==> config.mk <==
export PLATFORM = sky130hd
export DESIGN_NAME = sdram_ctrl_module_flat
export DESIGN_NICKNAME = d
export VERILOG_FILES = /design/src/rtl/sdram_ctrl_module_pkg.sv /design/src/rtl/sdram_ctrl_module_if.sv /design/src/rtl/sdram_refresh_timer.sv /design/src/rtl/sdram_ctrl_module.sv /design/src/flat_wrapper.sv
export SDC_FILE = /design/constraint.sdc
export NUM_CORES = 1
export LEC_CHECK = 0
export CELL_PAD_IN_SITES_DETAIL_PLACEMENT = 0
export CELL_PAD_IN_SITES_GLOBAL_PLACEMENT = 1
export CORE_MARGIN = 4
export CORE_UTILIZATION = 42
export CTS_CLUSTER_SIZE = 25
export DETAILED_ROUTE_END_ITERATION = 6
export MAX_ROUTING_LAYER = met4
export PLACE_DENSITY = 0.84
export SLEW_MARGIN = 20
export SYNTH_ARGS = -nofsm -noshare
export SYNTH_HDL_FRONTEND = slang
export SYNTH_SLANG_ARGS = --single-unit
==> constraint.sdc <==
create_clock -name CLK -period 1.6 [get_ports CLK]
set_clock_uncertainty 0.15 [all_clocks]
set_input_delay 0.32 -clock CLK [delete_from_list [all_inputs] [get_ports CLK]]
set_output_delay 0.32 -clock CLK [all_outputs]
set_load 0.02 [all_outputs]
==> src/rtl/sdram_ctrl_module_pkg.sv <==
// Shared encodings, default cycle counts and FSM state type
// for the SDRAM sequencing stage.
package sdram_ctrl_module_pkg;

    localparam logic [2:0] FUNC_NONE = 3'b000;
    localparam logic [2:0] FUNC_AREF = 3'b100;
    localparam logic [2:0] FUNC_RD   = 3'b010;
    localparam logic [2:0] FUNC_WR   = 3'b001;

    localparam int AREF_CLKS_DEF = 9;
    localparam int RD_CLKS_DEF   = 8;
    localparam int WR_CLKS_DEF   = 9;
    localparam int T_REF_DEF     = 1560;

    typedef enum logic [2:0] {
        IDLE,
        AREF,
        WRITE,
        READ,
        DONE
    } state_t;

endpackage

==> src/rtl/sdram_ctrl_module_if.sv <==
// Host / function-stage handshake bundle of the sequencing stage.
// master = host side, slave = sequencer side.
interface sdram_ctrl_module_if;

    logic       Init_Done_Sig;
    logic       Wr_Req_Sig;
    logic       Rd_Req_Sig;
    logic       Wr_Done_Sig;
    logic       Rd_Done_Sig;
    logic [2:0] Func_Start_Sig;

    modport master (
        output Init_Done_Sig,
        output Wr_Req_Sig,
        output Rd_Req_Sig,
        input  Wr_Done_Sig,
        input  Rd_Done_Sig,
        input  Func_Start_Sig
    );

    modport slave (
        input  Init_Done_Sig,
        input  Wr_Req_Sig,
        input  Rd_Req_Sig,
        output Wr_Done_Sig,
        output Rd_Done_Sig,
        output Func_Start_Sig
    );

endinterface

==> src/rtl/sdram_refresh_timer.sv <==
// Free-running auto-refresh interval counter with a sticky
// pending flag; a second wrap while pending is absorbed.
module sdram_refresh_timer
    import sdram_ctrl_module_pkg::*;
#(
    parameter int T_REF = T_REF_DEF
) (
    input  logic clk,
    input  logic rst_n,
    input  logic enable,
    input  logic clear,
    output logic pending
);

    localparam int CW = $clog2(T_REF);

    logic [CW-1:0] count;
    logic          wrap;

    assign wrap = (count == CW'(T_REF - 1));

    // Interval counter and pending flag; a wrap outranks a clear.
    always_ff @(posedge clk or negedge rst_n) begin
        if (!rst_n) begin
            count   <= '0;
            pending <= 1'b0;
        end else begin
            if (!enable)
                count <= '0;
            else if (wrap)
                count <= '0;
            else
                count <= count + 1'b1;

            if (enable && wrap)
                pending <= 1'b1;
            else if (clear)
                pending <= 1'b0;
        end
    end

endmodule

==> src/rtl/sdram_ctrl_module.sv <==
// Sequencing stage: arbitrates refresh/write/read and holds the
// one-hot function strobe for the exact step count of each op.
module sdram_ctrl_module
    import sdram_ctrl_module_pkg::*;
#(
    parameter int T_REF     = T_REF_DEF,
    parameter int AREF_CLKS = AREF_CLKS_DEF,
    parameter int RD_CLKS   = RD_CLKS_DEF,
    parameter int WR_CLKS   = WR_CLKS_DEF
) (
    input  logic                  CLK,
    input  logic                  RSTn,
    sdram_ctrl_module_if.slave    bus
);

    localparam logic [3:0] AREF_LAST = 4'(AREF_CLKS - 1);
    localparam logic [3:0] RD_LAST   = 4'(RD_CLKS - 1);
    localparam logic [3:0] WR_LAST   = 4'(WR_CLKS - 1);

    state_t     state;
    state_t     state_n;
    logic [3:0] step;
    logic [3:0] step_n;
    logic       op_wr;
    logic       ref_pending;
    logic       ref_clear;
    logic [2:0] func;
    logic       wr_done;
    logic       rd_done;

    sdram_refresh_timer #(
        .T_REF (T_REF)
    ) u_timer (
        .clk     (CLK),
        .rst_n   (RSTn),
        .enable  (bus.Init_Done_Sig),
        .clear   (ref_clear),
        .pending (ref_pending)
    );

    // State, step counter and the op-type memory used by DONE.
    always_ff @(posedge CLK or negedge RSTn) begin
        if (!RSTn) begin
            state <= IDLE;
            step  <= 4'd0;
            op_wr <= 1'b0;
        end else begin
            state <= state_n;
            step  <= step_n;
            if (state == WRITE)
                op_wr <= 1'b1;
            else if (state == READ)
                op_wr <= 1'b0;
        end
    end

    // Next-state arbitration and strobe decode.
    always_comb begin
        state_n   = state;
        step_n    = step + 4'd1;
        func      = FUNC_NONE;
        wr_done   = 1'b0;
        rd_done   = 1'b0;
        ref_clear = 1'b0;
        unique case (state)
            IDLE: begin
                step_n = 4'd0;
                if (bus.Init_Done_Sig) begin
                    if (ref_pending) begin
                        state_n   = AREF;
                        ref_clear = 1'b1;
                    end else if (bus.Wr_Req_Sig) begin
                        state_n = WRITE;
                    end else if (bus.Rd_Req_Sig) begin
                        state_n = READ;
                    end
                end
            end
            AREF: begin
                func = FUNC_AREF;
                if (step == AREF_LAST) begin
                    state_n = IDLE;
                    step_n  = 4'd0;
                end
            end
            WRITE: begin
                func = FUNC_WR;
                if (step == WR_LAST) begin
                    state_n = DONE;
                    step_n  = 4'd0;
                end
            end
            READ: begin
                func = FUNC_RD;
                if (step == RD_LAST) begin
                    state_n = DONE;
                    step_n  = 4'd0;
                end
            end
            DONE: begin
                step_n  = 4'd0;
                state_n = IDLE;
                wr_done = op_wr;
                rd_done = !op_wr;
            end
            default: begin
                step_n  = 4'd0;
                state_n = IDLE;
            end
        endcase
    end

    assign bus.Func_Start_Sig = func;
    assign bus.Wr_Done_Sig    = wr_done;
    assign bus.Rd_Done_Sig    = rd_done;

endmodule

==> src/flat_wrapper.sv <==
// flat-port wrapper written by rule: the top's interface ports become plain ports
module sdram_ctrl_module_flat import sdram_ctrl_module_pkg::*;
#(
    parameter int T_REF     = T_REF_DEF,
    parameter int AREF_CLKS = AREF_CLKS_DEF,
    parameter int RD_CLKS   = RD_CLKS_DEF,
    parameter int WR_CLKS   = WR_CLKS_DEF
)
  (CLK, RSTn, bus_Init_Done_Sig, bus_Wr_Req_Sig, bus_Rd_Req_Sig, bus_Wr_Done_Sig, bus_Rd_Done_Sig, bus_Func_Start_Sig);
  sdram_ctrl_module_if bus_i ();
  input  logic CLK;
  input  logic RSTn;
  input wire logic [$bits(bus_i.Init_Done_Sig)-1:0] bus_Init_Done_Sig;
  input wire logic [$bits(bus_i.Wr_Req_Sig)-1:0] bus_Wr_Req_Sig;
  input wire logic [$bits(bus_i.Rd_Req_Sig)-1:0] bus_Rd_Req_Sig;
  output wire logic [$bits(bus_i.Wr_Done_Sig)-1:0] bus_Wr_Done_Sig;
  output wire logic [$bits(bus_i.Rd_Done_Sig)-1:0] bus_Rd_Done_Sig;
  output wire logic [$bits(bus_i.Func_Start_Sig)-1:0] bus_Func_Start_Sig;
  assign bus_i.Init_Done_Sig = bus_Init_Done_Sig;
  assign bus_i.Wr_Req_Sig = bus_Wr_Req_Sig;
  assign bus_i.Rd_Req_Sig = bus_Rd_Req_Sig;
  assign bus_Wr_Done_Sig = bus_i.Wr_Done_Sig;
  assign bus_Rd_Done_Sig = bus_i.Rd_Done_Sig;
  assign bus_Func_Start_Sig = bus_i.Func_Start_Sig;
  sdram_ctrl_module #(.T_REF(T_REF), .AREF_CLKS(AREF_CLKS), .RD_CLKS(RD_CLKS), .WR_CLKS(WR_CLKS)) u_core (.CLK(CLK), .RSTn(RSTn), .bus(bus_i));
endmodule
**After elaboration in Yosys (flattened, before gate mapping)**

Cells that the tools add are included.

- Register bits after elaboration: 20

- Add/sub/neg operators: 2
- Equal/unequal tests: 12
- Muxes and demuxes: 23
- Reductions and logical operators: 7

Operators with widths:

| cell | number |
|---|---|
| $mux 11 | 2 |
| $mux 3 | 7 |
| $pmux 3 s4 | 1 |
| $add 11x1->11 const B | 1 |
| $eq 11x11->1 const B | 1 |
| $mux 1 | 9 |
| $pmux 3 s3 | 1 |
| $mux 4 | 2 |
| $pmux 4 s2 | 1 |
| $eq 3x2->1 const B | 2 |
| $ne 2x2->1 const B | 3 |
| $reduce_and 5->1 | 1 |
| $add 4x1->4 const B | 1 |
| $eq 4x3->1 const B | 1 |
| $eq 4x4->1 const B | 1 |
| $ne 4x4->1 const B | 1 |
| $reduce_bool 2->1 | 2 |
| $eq 3x1->1 const B | 1 |
| $eq 3x3->1 const B | 1 |
| $logic_not 3->1 | 1 |
| $ne 2x1->1 const B | 1 |
| $reduce_or 2->1 | 1 |
| $logic_and 1x1->1 | 1 |
| $logic_not 1->1 | 1 |

**Logic depth before layout (Yosys ltp)**

Gate-level depths: netlist of the first run.

- Word-level depth: 5
- Gate-level depth with buffers: 6
- Depth with buffers taken out: 6

**Hierarchy**

Synthesis of the first run repeated with hierarchy kept, for this count alone.

- Cells, all modules: 100
- Area total of the unflattened synthesis: 1,038.5 µm²

By module, submodules not included:

| module | times used | cells an instance | area an instance (µm²) | seq. area each (µm²) |
|---|---|---|---|---|
| sdram_refresh_timer | 1 | 55 | 580.6 | 300.3 |
| sdram_ctrl_module | 1 | 45 | 457.9 | 200.2 |

**Worst setup path before layout of the first run**

No wires, ideal clock.

- Path kind: reg2out
- From: register u_core.state[1]
- To: output bus_Rd_Done_Sig
- Data arrival time: 0.944 ns
- Data required time: 1.130 ns
- Setup slack: 0.186 ns
- Cell stages (with the launch flop): 4
- Buffers on the path: 0
- Path through: dfrtp_1 nor2_1 nand2_1 nor2_1

- Longest elaborated chain between the ends: 2

Ends and longest elaborated chain:

| what | line | source |
|---|---|---|
| start: declaration | sdram_ctrl_module.sv:20 | `state_t state;` |
| start signal: assignment | sdram_ctrl_module.sv:48 | `state <= state_n;` |
| $eq 3x3->1 | sdram_ctrl_module.sv:65 | `unique case (state)` |
| $mux 1 | sdram_ctrl_module.sv:65 |  |
| end: declaration | flat_wrapper.sv:17 | `output wire logic [$bits(bus_i.Rd_Done_Sig)-1:0] bus_Rd_Done_Sig;` |

No other way between the ends.

**Worst setup path in the final report of the first run**

- From: register u_core.state[1]
- To: output bus_Func_Start_Sig[0]

- Longest elaborated chain between the ends: 2
- Elaborated cells on any way between the ends: 4
- Classes of those cells: eq/ne: 3; mux: 1

Ends and longest elaborated chain:

| what | line | source |
|---|---|---|
| $eq 3x2->1 or $eq 3x1->1 (tied branches) | sdram_ctrl_module.sv:65 |  |
| $pmux 3 s3 * | sdram_ctrl_module.sv:65 |  |
| end: declaration | flat_wrapper.sv:18 | `output wire logic [$bits(bus_i.Func_Start_Sig)-1:0] bus_Func_Start_Sig;` |

Mark *: on every way between the ends. The rest lies on a longest branch, timed or not.

==> impl_metrics.py, run 1 <==
metrics = {
    "sta": {
        "period_needed_ns": 1.66,
        "fin_ws_ns": -0.0617,
        "fin_setup_tns_ns": -0.245,
        "final_hold_viol_count": 0,
        "setup-violations-final": 5,
        "drv_slew": 0,
        "grt_setup_unrepaired": "yes",
        "final.period_utilization": 1.04,
        "slew_headroom": 0.766,
        "worst_slew_pin_slew_ns": 0.342,
        "fmax_mhz": 602,
    },
    "clocking": {
        "clock-sinks": 20,
        "cts_tree": "yes",
        "clk_latency_ns": 0.30,
        "clk_pin_slew_worst_paths_ns": 0.11,
        "hold_buffers": 0,
        "cts_buffer_depth": 2,
        "htreeDepth": 1,
        "root_buffer": "clkbuf_4",
        "numCtsBuffers": 3,
    },
    "floorplan": {
        "rows": 17,
        "coreArea_um2": 2230,
        "io_pins": 10,
        "die_y_um": 56.5,
        "die_w_um": 56.5,
        "start_util": 0.441,
        "dieArea_um2": 3190,
    },
    "detailed_routing": {
        "drt_iter0_drc": 30,
        "firstDrtPassIters": 4,
        "drc": 0,
        "vias_per_cell": 5.27,
        "drt_wl_total_um": 2210,
        "vias": 864,
        "routedWlPerCell_um": 13.5,
        "ant_nets": 0,
    },
    "synthesis": {
        "yosysMostFrequentCell": "dfrtp_1",
        "synthTopCellsByArea": "dfrtp_1, nor2_1, xnor2_1",
        "synth-edff-count": 0,
        "synth_fp_nets": 111,
        "synth_cell_types": 28,
        "syn-cell-area_um2": 986,
        "synthCells": 103,
        "yosysTopAreaCell": "dfrtp_1",
        "yosysSeqAreaShare": 0.508,
        "synthFlopType": "dfrtp_1",
        "syn_area_per_cell_um2": 9.57,
        "ys_warn_count": 0,
        "ys_seq_elements": 20,
        "async_flop_share": 1.00,
        "synth_commonest_cells": "dfrtp_1, nor2_1, nand2_1",
        "synth_top_area_frac": 0.508,
    },
    "global_route": {
        "grt_max_degree": 21,
        "grt_pass1_wl_um": 3670,
        "gr-usage-all-layers": 0.150,
        "grt_pass1_vias": 806,
        "grt_overflow_total": 0,
        "antenna_found_initial": 0,
    },
    "placement": {
        "io_buffers": 9,
        "post-dp-hpwl_um": 1450,
        "place_congestion": 0.870,
        "dp_cells": 154,
        "place_ws_ns": -0.240,
    },
    "power": {
        "power_density_nw_per_um2": 1330,
        "finalPower_mw": 1.85,
        "p_leak_nw": 0.630,
        "max-vdd-ir-drop_mv": 0.973,
    },
    "cells_and_area": {
        "final_cells": 164,
        "multi_input_area_um2": 543,
        "nFillCells": 181,
        "areaGrowthSynthToFinish_pct": 40.4,
        "drive_gt1_frac": 0.338,
        "regArea_um2": 503,
        "antenna_cells": 0,
        "nets": 146,
        "final_core_util": 0.620,
    },
    "min_path": {
        "min-delay-path-class": "input port to asynchronous set/reset pin",
    },
    "setup_path": {
        "crit_type": "register to primary output",
        "crit_fanout": 4,
        "crit_arrival_ns": 1.19,
        "critPathCaptureType": "primary output",
        "cp.required_ns": 1.13,
        "critPathLaunchType": "register",
        "rr_startpoint": "u_core.u_timer.count[0]$_DFF_PN0_",
        "worstRegToRegCells": 6,
        "worstSetupStartpoint": "u_core.state[1]$_DFFE_PN0P_",
    },
    "outcome": {
        "status": "finished with violations",
        "violations": "setup timing",
    },
    "flow_run": {
        "max_cap_violations": 0,
    },
}
-- flip-flops by register name, summed over array words and instances, names as in the netlist --
name / flops
u_core.state: 3
u_core.u_timer.count: 11
u_core.step: 4
u_core.op_wr: 1
u_core.u_timer.pending: 1
-- routing by layer --
metal  GRT usage  up-vias  routed length (um)
met5           -        -                   0
met4      0.0305        0                  12
met3      0.0529        2                 126
met2       0.224       22                 999
met1       0.197      417                1080
li1            -      423                   -
-- cells in the final DEF (no fill, tap or decap), types with 3 or more instances in the layout --
master	instances
xnor2_1	5
clkbuf_4	3
nand2_1	9
clkdlybuf4s50_1	4
buf_4	19
nand3_1	6
a21oi_1	5
buf_6	7
nor2_1	14
nor2_4	3
nand3b_1	4
inv_1	5
xor2_1	3
dfrtp_1	18
-- final cells by class --
class,instances,area share
Inverter,5,0.0136
Clock buffer,3,0.0163
Timing Repair Buffer,30,0.189
Multi-Input combinational cell,78,0.392
Tap cell,28,0.0253
Sequential cell,20,0.363
-- what timing repair did --
action / CTS / global route
endpoints found under the setup margin: 8 / 15
pin swaps: 2 / 6
resized for setup: 40 / 12
buffers inserted: 6 / 1
-- where the power goes --
part / internal [mW] / switching, mW
registers: 0.613 / 0.115
clock network: 0.0877 / 0.149
logic: 0.475 / 0.407
-- final timing paths --
| check | end | slack [ns] |
|---|---|---|
| max in group asynchronous | u_core.state[0]$_DFFE_PN0P_ | 0.88 |
| setup / recovery | bus_Func_Start_Sig[0] | -0.06 |
| hold reg to reg | u_core.u_timer.count[0]$_DFF_PN0_ | 0.33 |
| min in group CLK | u_core.u_timer.count[0]$_DFF_PN0_ | 0.33 |
| setup reg to reg | u_core.u_timer.count[10]$_DFF_PN0_ | 0.08 |
| hold / removal | u_core.op_wr$_DFFE_PN0P_ | 0.19 |
-- cells by family (layout without fill, tap and decap cells) --
| family | count (synthesis) | count (layout) | synth area share |
|---|---|---|---|
| and+or+nand+nor | 52 | 52 | 0.264 |
| DFF | 20 | 20 | 0.508 |
| AOI/OAI and AO/OA | 13 | 13 | 0.0787 |
| xor gates and xnor gates | 8 | 8 | 0.0711 |
| buffers and inverters | 5 | 38 | 0.0190 |
| adders and majority gates | 3 | 3 | 0.0381 |
| muxes | 2 | 2 | 0.0216 |
-- critical path, stage by stage (launching register included) --
cell	delay, ns
dfrtp_2	0.43
buf_6	0.13
nand2b_4	0.09
nor2_4	0.12
buf_6	0.13
-- stage by stage --
stage,instance area [um^2],hold slack [ns]
after global placement,1220,0.297
after global routing,1380,0.200
after CTS,1330,0.202
after floorplan,986,-0.126
final,1380,0.191
after detailed placement,1220,0.299
No activity file was read; power rests on OpenSTA's default activity.
==> run 2: changes to the inputs <==
Settings changed: SETUP_SLACK_MARGIN set to 0.02, SLEW_MARGIN 20 to unset.
==> run 2 against run 1 <==
The run still ends with setup timing left. First-iteration DRC count up 10%. Sequential cell count unchanged. Die area unchanged. Sequential share of layout area down 0.20 points. Critical path type unchanged.
==> impl_metrics.py, run 2 (synthesis results as in run 1) <==
metrics = {
    "outcome": {
        "status": "finished with violations",
        "violations": "setup timing",
    },
    "setup_path": {
        "cp_num_buf_inv": 2,
        "cpMostUsedCell": "buf_6",
        "rr_startpoint": "u_core.u_timer.count[0]$_DFF_PN0_",
        "r2r_end": "u_core.u_timer.count[1]$_DFF_PN0_",
        "worstSetupStartpoint": "u_core.state[1]$_DFFE_PN0P_",
        "cp.required_ns": 1.13,
        "rrSetupSlack_ns": 0.10,
        "critPathLaunchType": "register",
        "cp_cell_sequence": "buf_6 -> nand2b_4 -> nor2_4 -> buf_6",
        "crit_slowest_cell": "dfrtp_2",
        "crit_cells": 4,
        "worstRegToRegCells": 5,
        "crit_arrival_ns": 1.19,
        "crit_type": "register to primary output",
        "crit_end": "bus_Func_Start_Sig[0]",
        "critPathCaptureType": "primary output",
        "crit_fanout": 4,
        "cp_top_family": "flip-flops",
        "slowest_delay_ns": 0.43,
    },
    "global_route": {
        "antenna_found_initial": 0,
        "gr-usage-all-layers": 0.150,
        "grt_pass1_wl_um": 3680,
        "grt_pass1_vias": 806,
        "grt_max_degree": 21,
        "grt_overflow_total": 0,
    },
    "clocking": {
        "htreeDepth": 1,
        "numCtsBuffers": 3,
        "cts_buffer_depth": 2,
        "cts_tree": "yes",
        "clk_pin_slew_worst_paths_ns": 0.11,
        "root_buffer": "clkbuf_4",
        "clock-sinks": 20,
        "clk_latency_ns": 0.30,
    },
    "power": {
        "pwr-share-comb": 0.485,
        "p_leak_nw": 0.635,
        "switching_share": 0.361,
        "seq_power_share": 0.389,
        "p_int_mw": 1.19,
        "clkPwrFrac": 0.126,
        "power_density_nw_per_um2": 1340,
        "max-vdd-ir-drop_mv": 0.977,
        "total_switching_power_uw": 672,
    },
    "floorplan": {
        "rows": 17,
        "start_util": 0.441,
        "dieArea_um2": 3190,
        "coreArea_um2": 2230,
        "die_y_um": 56.5,
        "die_w_um": 56.5,
        "io_pins": 10,
    },
    "detailed_routing": {
        "ant_nets": 0,
        "routedWlPerCell_um": 13.4,
        "vias_per_cell": 5.28,
        "drc": 0,
        "vias": 872,
        "firstDrtPassIters": 4,
        "drt_wl_total_um": 2220,
        "drt_iter0_drc": 33,
    },
    "cells_and_area": {
        "nets": 147,
        "areaGrowthSynthToFinish_pct": 41.1,
        "final_cell_area_um2": 1390,
        "final_common_cell": "buf_4",
        "final_core_util": 0.623,
        "mostFrequentLayoutCells": "buf_4, dfrtp_1, nor2_1",
        "largest_reg_flops": 11,
        "antenna_cells": 0,
        "largestRegisters": "u_core.u_timer.count (11), u_core.step (4), u_core.state (3)",
        "drive_gt1_frac": 0.343,
        "top_register": "u_core.u_timer.count",
    },
    "sta": {
        "final.period_utilization": 1.04,
        "final_hold_viol_count": 0,
        "drv_slew": 0,
        "grt_setup_unrepaired": "yes",
        "fmax_mhz": 602,
        "hold_ws_ns": 0.191,
        "worst_slew_pin_slew_ns": 0.341,
        "period_needed_ns": 1.66,
        "fin_ws_ns": -0.0621,
        "fin_setup_tns_ns": -0.239,
        "slew_headroom": 0.767,
        "setup-violations-final": 5,
    },
    "placement": {
        "place_congestion": 0.870,
        "post-dp-hpwl_um": 1450,
        "placed_area_um2": 1220,
        "io_buffers": 9,
    },
    "min_path": {
        "min-delay-path-class": "input port to asynchronous set/reset pin",
    },
    "flow_run": {
        "max_cap_violations": 0,
    },
}
run 2: changes by cell type in the layout (fill, tap and decap cells not counted), sizes merged:
cell,before,now
buf,26,27
run 2: metal layers:
| metal | GRT usage | wire length [um] |
|---|---|---|
| met4 | 0.0305 | 12 |
| met2 | 0.224 | 1020 |
| met5 | - | 0 |
| met3 | 0.0529 | 126 |
| met1 | 0.198 | 1060 |
run 2: what timing repair did:
item / CTS / global route
gates cloned: 0 / 0
pin swaps: 2 / 7
resized for setup: 41 / 11
hold endpoints to repair: 0 / 0
endpoints found under the setup margin: 10 / 13
buffers inserted: 6 / 2
hold buffers: 0 / 0
run 2: power by group through the flow:
| stage | Clock [mW] | Combinational [mW] | Sequential [mW] |
|---|---|---|---|
| 6_report | 0.234 | 0.904 | 0.725 |
| 5_1_grt | 0.274 | 0.990 | 0.741 |
| 4_1_cts | 0.246 | 0.785 | 0.720 |
| 3_5_place_dp | 0 | 0.610 | 0.715 |
| 3_3_place_gp | 0 | 0.600 | 0.707 |
| 2_1_floorplan | 0 | 0.334 | 0.693 |
run 2: how the worst min path moves through the flow:
stage               slack (ns)                                 to  cells after the start                              start
floorplan                -0.13           u_core.op_wr$_DFFE_PN0P_                      0                               RSTn
global placement          0.30  u_core.u_timer.count[0]$_DFF_PN0_                      1  u_core.u_timer.count[0]$_DFF_PN0_
detailed placement        0.30  u_core.u_timer.count[0]$_DFF_PN0_                      1  u_core.u_timer.count[0]$_DFF_PN0_
CTS                       0.20        u_core.state[0]$_DFFE_PN0P_                      2                               RSTn
global route              0.20  u_core.u_timer.count[8]$_DFF_PN0_                      2                               RSTn
finish                    0.19           u_core.op_wr$_DFFE_PN0P_                      2                               RSTn
run 2: cell type report:
class | count | area, um^2
Inverter | 5 | 18.8
Sequential cell | 20 | 503
Fill cell | 183 | 842
Tap cell | 28 | 35.0
Clock buffer | 3 | 22.5
Timing Repair Buffer | 31 | 269
Multi-Input combinational cell | 78 | 543
run 2: stage by stage:
stage	cells	setup WS (ns)	power (mW)
global placement	154	-0.203	1.31
CTS	163	-0.0529	1.75
floorplan	103	0.186	1.03
global route	165	-0.134	2.01
finish	165	-0.0621	1.86
detailed placement	154	-0.240	1.32
==> patch (config.mk and constraints of run 2) <==
Set the package constant `T_REF_DEF` to 3120 (it was 1560).
--- a/src/rtl/sdram_ctrl_module_pkg.sv
+++ b/src/rtl/sdram_ctrl_module_pkg.sv
@@ -10,7 +10,7 @@
     localparam int AREF_CLKS_DEF = 9;
     localparam int RD_CLKS_DEF   = 8;
     localparam int WR_CLKS_DEF   = 9;
-    localparam int T_REF_DEF     = 1560;
+    localparam int T_REF_DEF     = 3120;
 
     typedef enum logic [2:0] {
         IDLE,
Formal check against the unedited RTL: same outputs for any inputs over 10 cycles, from zero or initial values and one cycle with RSTn low; that may be too few to reach the edited logic, so the function may still have changed.
==> patch against run 2 <==
The run still ends with negative setup slack left; sequential cell count grew 1; design area decreased by 4.1%; power fell by 6.7%; area after synthesis is 4.8% higher; setup slack worse by 0.044 ns; fmax fell by 2.6%; largest power group is now sequential cells; routed wire length decreased by 1.0%; combinational power down 21%.
==> patch: results (changes against run 2) <==
stage,metric,value,unit,change
route,num_vias,815,,-6.5%
clock_tree,cts_resized,28,,-32%
pwr,leakage,0.631,nW,-0.55%
sta,worst_slack,-0.106,ns,-0.0443 ns
layout,layout.nets,138,,-6.1%
synth,avgSynthCellArea,9.94,sq um,+3.8%
synth,synthAdderAreaFrac,3.63,%,-0.18 points
placement,pre_cts_slack,-0.223,ns,+0.0177 ns
placement,place_congestion,0.801,,-8.0%
pwr,switching_share,37.0,%,+0.97 points
sta,slew_headroom,81.8,%,+5.2 points
synth,synth.area.top_cells,"dfrtp_1, xor2_1, nor2_1, ha_1, nand3_1",,
synth,synth-xor-area-share,9.32,%,+2.2 points
run_status,outcome,finished with violations,,
layout,drive_above_1_share,31.8,%,-2.5 points
sta,fin_setup_tns,-0.439,ns,-0.199 ns
route,drtIter0Drc,8,,-76%
pwr,peakVddDrop,0.000994,V,+1.8%
synth,synth.area.mux_share,1.94,%,-0.22 points
clock_tree,cts_setup_buffers,1,,-5
run_status,violations,negative setup slack,,
grt,grt_max_degree,22,,+4.8%
layout,top_regs,"u_core.u_timer.count: 12 flops, u_core.step: 4 flops, u_core.state: 3 flops",,
critical_path,cp_slowest_cell,dfrtp_1,,
synth,synth_nets,112,,+0.90%
critical_path,cp.arrival,1.24,ns,+0.05 ns
route,post_drt_wl_per_cell,14.0,um,+4.0%
synth,synth-compound-area-share,5.33,%,-2.5 points
synth,yosys-top-cells-count,"dfrtp_1, nor2_1, xor2_1, nand2_1, nand3_1",,
synth,yosysSeqAreaShare,50.8,%,+0.086 points
sta,setup_viol,5,,unchanged
-- patch: layer usage --
layer	routed length, um	track usage, %	vias up
met5	0	-	-
met4	35	5.96	0
met3	61	2.26	5
met2	1010	19.8	10
met1	1090	18.2	392
li1	-	-	408
-- patch: final timing paths --
check                           startpoint                 endpoint  slack (ns)  cells after the start
max in group asynchronous             RSTn          u_core.state[1]        0.87                      2
hold reg to reg             u_core.step[0]           u_core.step[0]        0.34                      1
min in group CLK            u_core.step[0]           u_core.step[0]        0.34                      1
setup / recovery           u_core.state[2]    bus_Func_Start_Sig[2]       -0.11                      3
hold / removal                        RSTn  u_core.u_timer.count[8]        0.20                      2
setup reg to reg            u_core.step[0]          u_core.state[0]        0.07                      5
-- patch: cell type report --
class	count	area share, %
clock buffer	3	1.69
clock inverter	1	0.375
inverter	4	1.13
multi-input combinational	78	41.1
sequential	21	39.6
tap	28	2.63
timing repair buffer	22	13.5
